File: src/rtl/max1452_pkg.sv
// Shared types and constants for the MAX1452 configuration path.
package max1452_pkg;

  typedef enum logic [2:0] {
    TX_IDLE,
    TX_START,
    TX_DATA,
    TX_STOP,
    TX_GAP
  } tx_state_t;

  localparam int START_BITS = 1;
  localparam int DATA_BITS  = 8;
  localparam int STOP_BITS  = 1;
  localparam int FRAME_BITS = START_BITS + DATA_BITS + STOP_BITS;

  // Command opcodes issued by the upstream configuration sequencer
  localparam logic [7:0] OP_WRITE_EEPROM_PAGE = 8'h09;
  localparam logic [7:0] OP_TERMINATOR        = 8'hFA;

endpackage

File: src/rtl/max1452_byte_fifo.sv
// Small synchronous byte FIFO with a registered occupancy count.
module max1452_byte_fifo #(
  parameter int DEPTH = 4
) (
  input  logic       clk,
  input  logic       rst_n,
  input  logic       i_push,
  input  logic [7:0] i_data,
  input  logic       i_pop,
  output logic [7:0] o_data,
  output logic       o_full,
  output logic       o_empty
);

  localparam int AW = (DEPTH > 1) ? $clog2(DEPTH) : 1;
  localparam int CW = $clog2(DEPTH + 1);

  generate
    if ((DEPTH < 2) || ((DEPTH & (DEPTH - 1)) != 0)) begin : g_bad_depth
      $error("max1452_byte_fifo: DEPTH must be a power of two and >= 2");
    end
  endgenerate

  logic [7:0]    r_mem [DEPTH];
  logic [AW-1:0] r_wr_ptr;
  logic [AW-1:0] r_rd_ptr;
  logic [CW-1:0] r_count;
  logic          w_do_push;
  logic          w_do_pop;

  // Full/empty come from the registered count only, so a same-cycle pop never frees a slot early
  assign o_full    = (r_count == CW'(DEPTH));
  assign o_empty   = (r_count == '0);
  assign w_do_push = i_push && !o_full;
  assign w_do_pop  = i_pop && !o_empty;
  assign o_data    = r_mem[r_rd_ptr];

  always_ff @(posedge clk) begin
    if (w_do_push) r_mem[r_wr_ptr] <= i_data;
  end

  always_ff @(posedge clk or negedge rst_n) begin
    if (!rst_n) begin
      r_wr_ptr <= '0;
      r_rd_ptr <= '0;
      r_count  <= '0;
    end else begin
      if (w_do_push) r_wr_ptr <= r_wr_ptr + AW'(1);
      if (w_do_pop)  r_rd_ptr <= r_rd_ptr + AW'(1);
      case ({w_do_push, w_do_pop})
        2'b10:   r_count <= r_count + CW'(1);
        2'b01:   r_count <= r_count - CW'(1);
        default: r_count <= r_count;
      endcase
    end
  end

endmodule

File: src/rtl/max1452_uart_tx.sv
// 8N1 serialiser for the MAX1452 UART pin: byte FIFO, baud divider and inter-frame idle gap.
module max1452_uart_tx
  import max1452_pkg::*;
#(
  parameter int CLK_HZ     = 50000000,
  parameter int BAUD       = 9600,
  parameter int FIFO_DEPTH = 4,
  parameter int GAP_BITS   = 1
) (
  input  logic       clk,
  input  logic       rst_n,
  input  logic [7:0] tx_data,
  input  logic       tx_valid,
  output logic       tx_ready,
  output logic       tx_busy,
  output logic [7:0] sent_cnt,
  output logic       rs_tx
);

  localparam int BAUD_DIV = CLK_HZ / BAUD;
  localparam int BW       = (BAUD_DIV > 1) ? $clog2(BAUD_DIV) : 1;
  localparam int IDX_MAX  = (GAP_BITS > DATA_BITS) ? GAP_BITS : DATA_BITS;
  localparam int IW       = $clog2(IDX_MAX + 1);

  generate
    if (BAUD_DIV < 4) begin : g_bad_div
      $error("max1452_uart_tx: CLK_HZ/BAUD must be >= 4");
    end
  endgenerate

  tx_state_t     r_state;
  logic [BW-1:0] r_baud;
  logic [IW-1:0] r_bit_idx;
  logic [7:0]    r_shift;
  logic [7:0]    r_sent_cnt;
  logic          r_tx;
  logic          w_push;
  logic          w_pop;
  logic          w_full;
  logic          w_empty;
  logic [7:0]    w_fifo_data;
  logic          w_bit_end;
  logic          w_line;

  assign w_push    = tx_valid && !w_full;
  assign w_pop     = (r_state == TX_IDLE) && !w_empty;
  assign w_bit_end = (r_baud == BW'(BAUD_DIV - 1));

  max1452_byte_fifo #(
    .DEPTH (FIFO_DEPTH)
  ) u_fifo (
    .clk     (clk),
    .rst_n   (rst_n),
    .i_push  (w_push),
    .i_data  (tx_data),
    .i_pop   (w_pop),
    .o_data  (w_fifo_data),
    .o_full  (w_full),
    .o_empty (w_empty)
  );

  always_comb begin
    w_line = 1'b1;
    case (r_state)
      TX_START: w_line = 1'b0;
      TX_DATA:  w_line = r_shift[0];
      default:  w_line = 1'b1;
    endcase
  end

  // The line register follows the state one cycle later, so every bit lasts exactly BAUD_DIV cycles
  always_ff @(posedge clk or negedge rst_n) begin
    if (!rst_n) begin
      r_state    <= TX_IDLE;
      r_baud     <= '0;
      r_bit_idx  <= '0;
      r_shift    <= '0;
      r_sent_cnt <= '0;
      r_tx       <= 1'b1;
    end else begin
      r_tx <= w_line;
      if (r_state != TX_IDLE) r_baud <= w_bit_end ? '0 : r_baud + BW'(1);
      case (r_state)
        TX_IDLE: begin
          if (!w_empty) begin
            r_shift   <= w_fifo_data;
            r_baud    <= '0;
            r_bit_idx <= '0;
            r_state   <= TX_START;
          end
        end
        TX_START: begin
          if (w_bit_end) r_state <= TX_DATA;
        end
        TX_DATA: begin
          if (w_bit_end) begin
            r_shift <= r_shift >> 1;
            if (r_bit_idx == IW'(DATA_BITS - 1)) begin
              r_bit_idx <= '0;
              r_state   <= TX_STOP;
            end else begin
              r_bit_idx <= r_bit_idx + IW'(1);
            end
          end
        end
        TX_STOP: begin
          if (w_bit_end) begin
            r_sent_cnt <= r_sent_cnt + 8'd1;
            r_bit_idx  <= '0;
            r_state    <= (GAP_BITS > 0) ? TX_GAP : TX_IDLE;
          end
        end
        TX_GAP: begin
          if (w_bit_end) begin
            if (int'(r_bit_idx) == GAP_BITS - 1) r_state <= TX_IDLE;
            else r_bit_idx <= r_bit_idx + IW'(1);
          end
        end
        default: r_state <= TX_IDLE;
      endcase
    end
  end

  assign tx_ready = !w_full;
  assign tx_busy  = !w_empty || (r_state != TX_IDLE);
  assign sent_cnt = r_sent_cnt;
  assign rs_tx    = r_tx;

endmodule

File: config.mk
export PLATFORM = sky130hd
export DESIGN_NAME = max1452_uart_tx
export DESIGN_NICKNAME = d
export VERILOG_FILES = /design/src/rtl/max1452_pkg.sv /design/src/rtl/max1452_byte_fifo.sv /design/src/rtl/max1452_uart_tx.sv
export SDC_FILE = /design/constraint.sdc
export NUM_CORES = 1
export LEC_CHECK = 0
export CAP_MARGIN = 20
export CELL_PAD_IN_SITES_DETAIL_PLACEMENT = 1
export CELL_PAD_IN_SITES_GLOBAL_PLACEMENT = 2
export CORE_ASPECT_RATIO = 1.5
export CORE_MARGIN = 1.5
export CORE_UTILIZATION = 37
export CTS_CLUSTER_DIAMETER = 120
export DETAILED_ROUTE_END_ITERATION = 7
export PLACE_DENSITY = 0.81
export REMOVE_ABC_BUFFERS = 1
export SLEW_MARGIN = 10
export SYNTH_ARGS = -nofsm -noshare
export SYNTH_HDL_FRONTEND = slang
export SYNTH_SLANG_ARGS = --single-unit
File: constraint.sdc
create_clock -name clk -period 2 [get_ports clk]
set_input_delay 0.2 -clock clk [delete_from_list [all_inputs] [get_ports clk]]
set_output_delay 0.2 -clock clk [all_outputs]
set_load 0.005 [all_outputs]
Word-level counts from Yosys, hierarchy flattened
Memory sizes are Yosys's and may differ from the RTL's.
Index checks and enable logic that the tools add are counted.
{ "classes": {"addsub": 7, "n_mul": 0, "div_mod_pow": 0, "n_lt_le_gt_ge": 0, "n_eq_ne": 17, "shifts": 0, "mux": 26, "bitwise": 0, "n_reduce_logical": 18} }
{ "op_table": {"columns": ["cell", "count"], "rows": [
  ["13-bit two-way mux", 4],
  ["4-bit two-way mux", 6],
  ["3-bit two-way mux", 7],
  ["8-bit two-way mux", 2],
  ["2-bit inequality test (second input constant)", 8],
  ["4-bit case mux with 4 select lines", 1],
  ["8-bit case mux with 2 select lines", 1],
  ["3-bit case mux with 5 select lines", 1],
  ["13-bit by 1-bit adder with 13-bit output (second input constant)", 1],
  ["13-bit equality test (second input constant)", 1],
  ["8-bit by 1-bit adder with 8-bit output (second input constant)", 1],
  ["7-bit AND reduction", 1],
  ["3-bit by 2-bit equality test with 1-bit output (second input constant)", 2],
  ["3-bit equality test (second input constant)", 2],
  ["3-bit logical NOT", 2],
  ["3-bit case mux with 2 select lines", 1],
  ["6-bit AND reduction", 1],
  ["2-bit by 1-bit adder with 2-bit output (second input constant)", 2],
  ["4-bit by 1-bit adder with 4-bit output (second input constant)", 1],
  ["4-bit by 3-bit equality test with 1-bit output (second input constant)", 1],
  ["1-bit logical AND", 4],
  ["4-bit logical NOT", 1],
  ["2-bit nonzero test", 2],
  ["4-bit nonzero test", 1],
  ["12 further kinds", 14]
]} }
{ "totals": {"ff_bits": 44, "latch_bits": 0, "ram_bits": 32, "mem_bits_ro": 0, "input_bits": 11, "out_inout_bits": 11, "memories": 1} }
{ "mem_list": {"columns": ["memory", "words", "width", "rd", "rd_clocked_by_memory_dff", "wr", "line_no", "text"], "rows": [
  ["u_fifo.r_mem", 4, 8, 1, 0, 1, "max1452_byte_fifo.sv:24", "logic [7:0] r_mem [DEPTH];"]
]} }

Depth between registers and ports, before layout
Gate-level depths: netlist of the first run.
{ "depth": {"word_depth": 6, "depth_mapped": 10, "ltp_nobuf": 10} }

By module
Synthesis of the first run repeated with hierarchy kept, for this count alone.
{ "unflattened": {"hier_cells": 282, "area_unflattened_um2": 3687.3} }
{ "modules_own_cells": {"columns": ["mod", "n_inst", "cells_per_inst", "area_per_inst_um2", "seq_area_each_um2"], "rows": [
  ["max1452_uart_tx", 1, 203, 2094.5, 927.1],
  ["max1452_byte_fifo", 1, 79, 1592.8, 1136.1]
]} }

Least setup slack after synthesis of the first run
Ideal clock, no wire load.
{ "synth_timing": {"path_kind": "reg-to-reg", "from": "register r_state[1]", "to": "register u_fifo.r_count[2]", "arrival_ns": 2.130, "t_required_ns": 1.921, "path_slack_ns": -0.209, "stages_incl_launch_ff": 10, "path_cell_list": "dfrtp_1 -> buf_2 -> or3_1 -> nor2_1 -> ha_1 -> inv_1 -> fa_1 -> xor2_1 -> nor2_1 -> xor2_1"} }
{ "synth_via": {"elab_chain_cells": 5} }
{ "synth_lines": {"columns": ["item", "line_no", "text"], "rows": [
  ["from (decl)", "max1452_uart_tx.sv:31", "tx_state_t r_state;"],
  ["from (signal assigned)", "max1452_uart_tx.sv:110", "r_state <= (GAP_BITS > 0) ? TX_GAP : TX_IDLE;"],
  ["3-bit logical NOT (*)", "max1452_uart_tx.sv:46", "assign w_pop = (r_state == TX_IDLE) && !w_empty;"],
  ["1-bit logical AND (*)", "max1452_uart_tx.sv:46", null],
  ["1-bit logical AND (*)", "max1452_byte_fifo.sv:35", "assign w_do_pop = i_pop && !o_empty;"],
  ["via u_fifo.w_do_pop", "max1452_byte_fifo.sv:29", "logic w_do_pop;"],
  ["2-bit by 1-bit equality test with 1-bit output / 2-bit equality test (equally long branches)", "max1452_byte_fifo.sv:50", "case ({w_do_push, w_do_pop})"],
  ["3-bit case mux with 2 select lines / 2-bit nonzero test (equally long branches)", null, null],
  ["to (signal assigned)", "max1452_byte_fifo.sv:51", "2'b10: r_count <= r_count + CW'(1);"],
  ["to (signal assigned)", "max1452_byte_fifo.sv:52", "2'b01: r_count <= r_count - CW'(1);"],
  ["to (signal assigned)", "max1452_byte_fifo.sv:53", "default: r_count <= r_count;"],
  ["to (decl)", "max1452_byte_fifo.sv:27", "logic [CW-1:0] r_count;"]
]} }
Mark *: on every way through the listed nets, which the timed path passes. The rest lies on a longest branch.
A chain may end at the register's enable or synchronous reset.

Final worst setup path of the first run
{ "layout_timing": {"from": "register r_state[2]", "to": "register u_fifo.r_count[2]"} }
Same word-level chain as after synthesis.

==> flow_metrics.py, run 1 <==
metrics = {
    "run_status": {
        "outcome": "finished, final reports clean",
    },
    "clocking": {
        "cts_root_buf": "clkbuf_16",
        "insertion_delay_ns": 0.34,
        "htreeDepth": 3,
        "cts_buffers": 9,
        "cts.clk_slew.worst_paths_ns": 0.06,
        "cts_tree": "done",
        "cts_buffer_depth": 2,
        "clock_sinks": 76,
    },
    "pwr": {
        "total_leakage_power_uw": 0.00180,
        "p_total_uw": 4110,
        "peakVddDrop_v": 0.000628,
        "p_per_area_mw_per_mm2": 930,
    },
    "die": {
        "dieWidth_um": 82.0,
        "die_h_um": 121,
        "design.die.area_mm2": 0.00996,
        "num_rows": 43,
        "initial_core_util_pct": 37.9,
        "coreArea_mm2": 0.00915,
        "io_pins": 22,
    },
    "sta": {
        "maxSlewViolCount": 0,
        "slew_headroom_pct": 58.4,
        "finalSetupTns_ns": 0,
        "fin_hold_ws_ns": 0.412,
        "fmax_ghz": 0.519,
        "skew_ns": 0.00575,
        "tightest_slew_ns": 0.625,
        "period_minus_slack_ns": 1.93,
        "finalCritPeriodShare_pct": 96.4,
        "finalHoldViolCount": 0,
        "setup-violations-final": 0,
        "rsz0062_at_grt": "yes",
    },
    "logic_synthesis": {
        "synthDistinctLibCells": 44,
        "ys_warn_count": 0,
        "yosysTopAreaCell": "dfrtp_1",
        "synth_seq_cells": 76,
        "netlist_area_mm2": 0.00346,
        "netlist.area_leader.share_pct": 31.1,
        "synth_area_per_cell_um2": 12.4,
        "yosys-top-cells-area": "dfrtp_1 (31%), edfxtp_1 (28%), mux4_2 (5.2%)",
        "synth_cells": 280,
        "ys_seq_area_share_pct": 59.6,
    },
    "global_route": {
        "first_global_vias": 2524,
        "track_usage_pct": 16.6,
        "grtUsageMet3_pct": 4.14,
        "grt.met1_usage_pct": 19.9,
        "grt_first_pass_wirelength_mm": 12.4,
        "antenna_found_initial": 0,
        "use_met2_pct": 28.0,
        "grt_overflow_total": 0,
        "grt-busiest-layer": "met2",
        "grt_max_degree": 26,
    },
    "layout": {
        "fillers": 983,
        "multi_input_area_mm2": 0.00137,
        "area_delta_synth_final_pct": 27.5,
        "post-route-util_pct": 48.3,
        "fin_nets": 356,
        "n_antenna_cell": 0,
        "register_area_mm2": 0.00206,
        "drive_gt1_share_pct": 22.1,
    },
    "critical_path": {
        "crit_path_start_kind": "flop",
        "cp_max_fo": 2,
        "crit_top_cell": "xor2_1",
        "endpoint_kind": "flop",
        "cp.required_ns": 2.26,
        "slowest_stage": "or3_4",
        "cpPeakStageDelay_ns": 0.40,
        "crit_chain": "or3_4 > nor2_4 > ha_4 > inv_1 > fa_2 > xor2_1 > nor2_1 > xor2_1",
        "path_class": "reg -> reg",
        "crit_arrival_ns": 2.18,
    },
    "route": {
        "drt_wl_total_mm": 7.24,
        "vias": 2355,
        "drt_iter0_drc": 100,
        "drc": 0,
        "post_drt_via_cell_ratio": 5.21,
        "ant_nets": 0,
        "routedWlPerCell_um": 16.0,
        "firstDrtPassIters": 6,
    },
    "flow_run": {
        "maxCapViolations": 0,
    },
    "min_path": {
        "hp-class": "in -> async",
    },
    "placed_design": {
        "gp_congestion": 0.766,
        "dp_hpwl_mm": 5.12,
        "port_buffers": 21,
    },
}
[cells in the mapped netlist (all sizes together)]
cell and instances:
dfrtp 43, edfxtp 32, nand2 27, nor2 22, o21ai 18, a21oi 11, xnor2 11, inv 10
and3 9, ha 9, mux2i 9, mux4 8, buf 7, nand3 7, nand4 7, nor3 6
a31oi 5, xor2 5, clkbuf 3, nand3b 3, nor2b 3, a21o 2, and2 2, and4 2
mux2 2, nor3b 2, o31ai 2, or4b 2, a22o 1, clkinv 1, dfstp 1, fa 1
nand4b 1, nand4bb 1, nor4 1, o221ai 1, o2bb2ai 1, o41ai 1, or3 1
[layout make-up]
type	count	area share, %
Clock buffer	9	5.10
Inverter	11	0.935
Timing Repair Buffer	54	10.9
Tap cell	112	3.17
Clock inverter	7	2.04
Sequential cell	76	46.8
Multi-Input combinational cell	183	31.0
[worst max-delay path, delay by kind of cell (launching register included)]
kind / cells / cell delay (ns)
fa+ha+maj: 2 / 0.47
simple gates: 3 / 0.66
buf+inv: 1 / 0.05
xor+xnor: 2 / 0.31
flops: 1 / 0.37
[through the flow]
step,area [um^2],setup slack [ns],cells
after global placement,4000,0.0391,432
after global routing,4410,-0.0396,452
after CTS,4360,-0.0102,449
final,4410,0.0718,452
after detailed placement,4000,-0.0503,432
after floorplan,3410,-0.177,270
[where the power goes]
part           internal, uW  switching, uW
clock network          1000            702
logic                   225            257
registers              1830           94.8
[cells by family after synthesis]
family,count (synthesis),share of synthesized area [%]
xor gates and xnor gates,16,4.05
DFF,76,59.6
and+or+nand+nor,96,14.5
muxes,19,8.46
adders and majority gates,10,3.83
buffers and inverters,21,2.57
AOI/OAI and AO/OA,42,6.98
[cells in the final DEF, fill, tap and decap left out, drive strengths merged, types with 2 or more instances in the layout]
cell type	netlist	final
and2	2	2
nor3b	2	2
nand4	7	7
nand3	7	7
a31oi	5	5
buf	7	33
or4b	2	2
dfrtp	43	43
a21oi	11	11
a21o	2	2
xor2	5	5
mux2i	9	9
clkdlybuf4s50	0	19
inv	10	14
and4	2	2
edfxtp	32	32
and3	9	9
clkinv	1	3
clkbuf	3	9
o21ai	18	18
xnor2	11	11
nand2	27	27
nor3	6	6
o31ai	2	2
mux2	2	2
nand3b	3	3
mux4	8	8
ha	9	9
nor2	22	22
nor2b	3	3
[layer usage]
layer	vias up	share of wire, %
met5	-	0
met2	26	54
li1	1127	-
met3	11	2.4
met1	1191	42
met4	0	1.6
[flip-flops by register name, indices dropped and copies added, names as in the netlist]
register         flops
u_fifo.r_wr_ptr      2
sent_cnt             8
r_bit_idx            4
rs_tx                1
r_baud              13
r_state              3
r_shift              8
u_fifo.r_count       3
u_fifo.r_rd_ptr      2
u_fifo.r_mem        32
[worst paths after layout]
kind,cells after the start,slack [ns],startpoint,endpoint
worst max-delay path,8,0.07,r_state[2],u_fifo.r_count[2]
worst min-delay path,2,0.41,rst_n,r_baud[3]
worst max register to register,8,0.07,r_state[2],u_fifo.r_count[2]
worst min register to register,1,0.48,sent_cnt[7],sent_cnt[7]
max in group asynchronous,3,1.05,rst_n,u_fifo.r_count[0]
min in group clk,1,0.48,sent_cnt[7],sent_cnt[7]
[repair_timing]
item                                    in CTS  in global routing
resized for setup                            6                 13
buffers inserted                             0                  3
endpoints found under the setup margin       4                 12
cloned                                       0                  0
hold buffers                                 1                  0
pin swaps                                    0                  5
hold endpoints to repair                    23                  0
No activity file was read; power rests on OpenSTA's default activity.
==> run 2: changes to the inputs <==
SETUP_SLACK_MARGIN = 0.5   (was not set)
==> flow_metrics.py, run 2 (synthesis results as in run 1) <==
metrics = {
    "sta": {
        "slew_headroom_pct": 56.1,
        "finalHoldViolCount": 0,
        "setup-violations-final": 0,
        "skew_ns": 0.00669,
        "fin_hold_ws_ns": 0.424,
        "maxSlewViolCount": 0,
        "finalCritPeriodShare_pct": 98.0,
        "fmax_ghz": 0.510,
        "tightest_slew_ns": 0.658,
        "period_minus_slack_ns": 1.96,
        "rsz0062_at_grt": "yes",
    },
    "global_route": {
        "first_global_vias": 2709,
        "grt_overflow_total": 0,
        "grt_first_pass_wirelength_mm": 13.7,
        "antenna_found_initial": 0,
        "track_usage_pct": 18.5,
        "grt_max_degree": 26,
    },
    "critical_path": {
        "crit_end": "u_fifo.r_count[2]",
        "path_class": "reg -> reg",
        "timing.rr.end": "u_fifo.r_count[2]",
        "crit_arrival_ns": 2.22,
        "crit_path_start_kind": "flop",
        "cp_max_fo": 2,
        "rr_startpoint": "r_state[2]",
        "cp.required_ns": 2.26,
        "endpoint_kind": "flop",
        "r2r_cells": 8,
        "startpoint": "r_state[2]",
        "reg2reg_slack_ns": 0.04,
    },
    "die": {
        "die_h_um": 121,
        "io_pins": 22,
        "dieWidth_um": 82.0,
        "num_rows": 43,
        "initial_core_util_pct": 37.9,
        "design.die.area_mm2": 0.00996,
        "coreArea_mm2": 0.00915,
    },
    "layout": {
        "largest_reg_flops": 32,
        "fin_nets": 383,
        "regMostFlops": "u_fifo.r_mem",
        "final_cell_mix": "buf_4 (41), dfrtp_1 (41), edfxtp_1 (32)",
        "area_delta_synth_final_pct": 43.7,
        "design_area_mm2": 0.00498,
        "n_antenna_cell": 0,
        "fin_cells": 479,
        "drive_gt1_share_pct": 42.2,
        "post-route-util_pct": 54.4,
        "top_regs": "u_fifo.r_mem x32, r_baud x13",
    },
    "route": {
        "routedWlPerCell_um": 18.6,
        "drt_wl_total_mm": 8.90,
        "ant_nets": 0,
        "firstDrtPassIters": 4,
        "post_drt_via_cell_ratio": 5.29,
        "drt_iter0_drc": 117,
        "vias": 2534,
        "drc": 0,
    },
    "pwr": {
        "peakVddDrop_v": 0.000583,
        "total_leakage_power_uw": 0.00204,
        "p_per_area_mw_per_mm2": 852,
        "internal_power_uw": 3130,
        "p_switching_uw": 1110,
        "seq_power_share_pct": 44.9,
        "p_sw_share_pct": 26.2,
        "combPwrFrac_pct": 14.7,
        "clockPowerShare_pct": 40.4,
    },
    "placed_design": {
        "port_buffers": 21,
        "place_inst": 432,
        "gp_congestion": 0.766,
        "dp_hpwl_mm": 5.12,
        "place_area_mm2": 0.00400,
    },
    "clocking": {
        "clock_sinks": 76,
        "cts_root_buf": "clkbuf_16",
        "htreeDepth": 3,
        "cts.clk_slew.worst_paths_ns": 0.06,
        "cts_tree": "done",
        "insertion_delay_ns": 0.34,
        "cts_buffer_depth": 2,
        "cts_buffers": 9,
    },
    "min_path": {
        "hp-class": "in -> async",
    },
    "run_status": {
        "outcome": "finished, final reports clean",
    },
    "flow_run": {
        "maxCapViolations": 0,
    },
}
-- run 2: layout make-up --
cell class,instances,area [um^2]
Sequential cell,76,2070
Multi-Input combinational cell,183,1650
Timing Repair Buffer,81,759
Clock inverter,7,90.1
Fill cell,940,4170
Inverter,11,41.3
Clock buffer,9,225
Tap cell,112,140
-- run 2: stage by stage --
stage	power (uW)	worst slack [ns]	setup TNS (ns)
after floorplan	2180	-0.177	-0.328
after global placement	2340	0.0391	0
after detailed placement	2370	-0.0503	-0.0852
after CTS	4230	0.0669	0
after global routing	4430	-0.0411	-0.0411
final	4240	0.0395	0
-- run 2: repair_timing --
| action | in CTS | in global routing |
|---|---|---|
| pin swaps | 25 | 23 |
| hold endpoints to repair | 23 | 0 |
| resized for setup | 88 | 35 |
| cloned | 2 | 0 |
| setup endpoints to repair | 76 | 68 |
| buffers inserted | 10 | 18 |
| hold buffers | 1 | 0 |
-- run 2: worst min path at each step --
stage | from | to | depth (start not counted)
final | rst_n | r_baud[3] | 2
after floorplan | rst_n | r_baud[0] | 0
after CTS | rst_n | r_baud[4] | 2
after global placement | rst_n | r_baud[3] | 1
after detailed placement | rst_n | r_baud[3] | 1
after global routing | rst_n | r_bit_idx[2] | 2
-- run 2: layer usage --
metal | vias to the layer above | global-route usage [%] | part of all wire (%)
met5 | - | 0 | 0
met2 | 37 | 31.9 | 57
met1 | 1311 | 21.9 | 40
li1 | 1181 | - | -
met3 | 5 | 4.14 | 2.3
met4 | 0 | 6.89 | 0.87
-- run 2: power by group through the flow --
stage	Combinational, uW	Sequential (uW)	Clock (uW)
after detailed placement	447	1930	0
after CTS	576	1900	1740
after global placement	431	1910	0
after floorplan	279	1900	0
final	624	1910	1710
after global routing	696	1920	1810
-- run 2: critical path: stages (launching register included) --
cell	delay [ns]
dfrtp_1	0.40
or3_4	0.41
nor2_4	0.12
ha_4	0.15
inv_2	0.04
fa_2	0.33
xor2_1	0.15
nor2_1	0.12
xor2_1	0.16
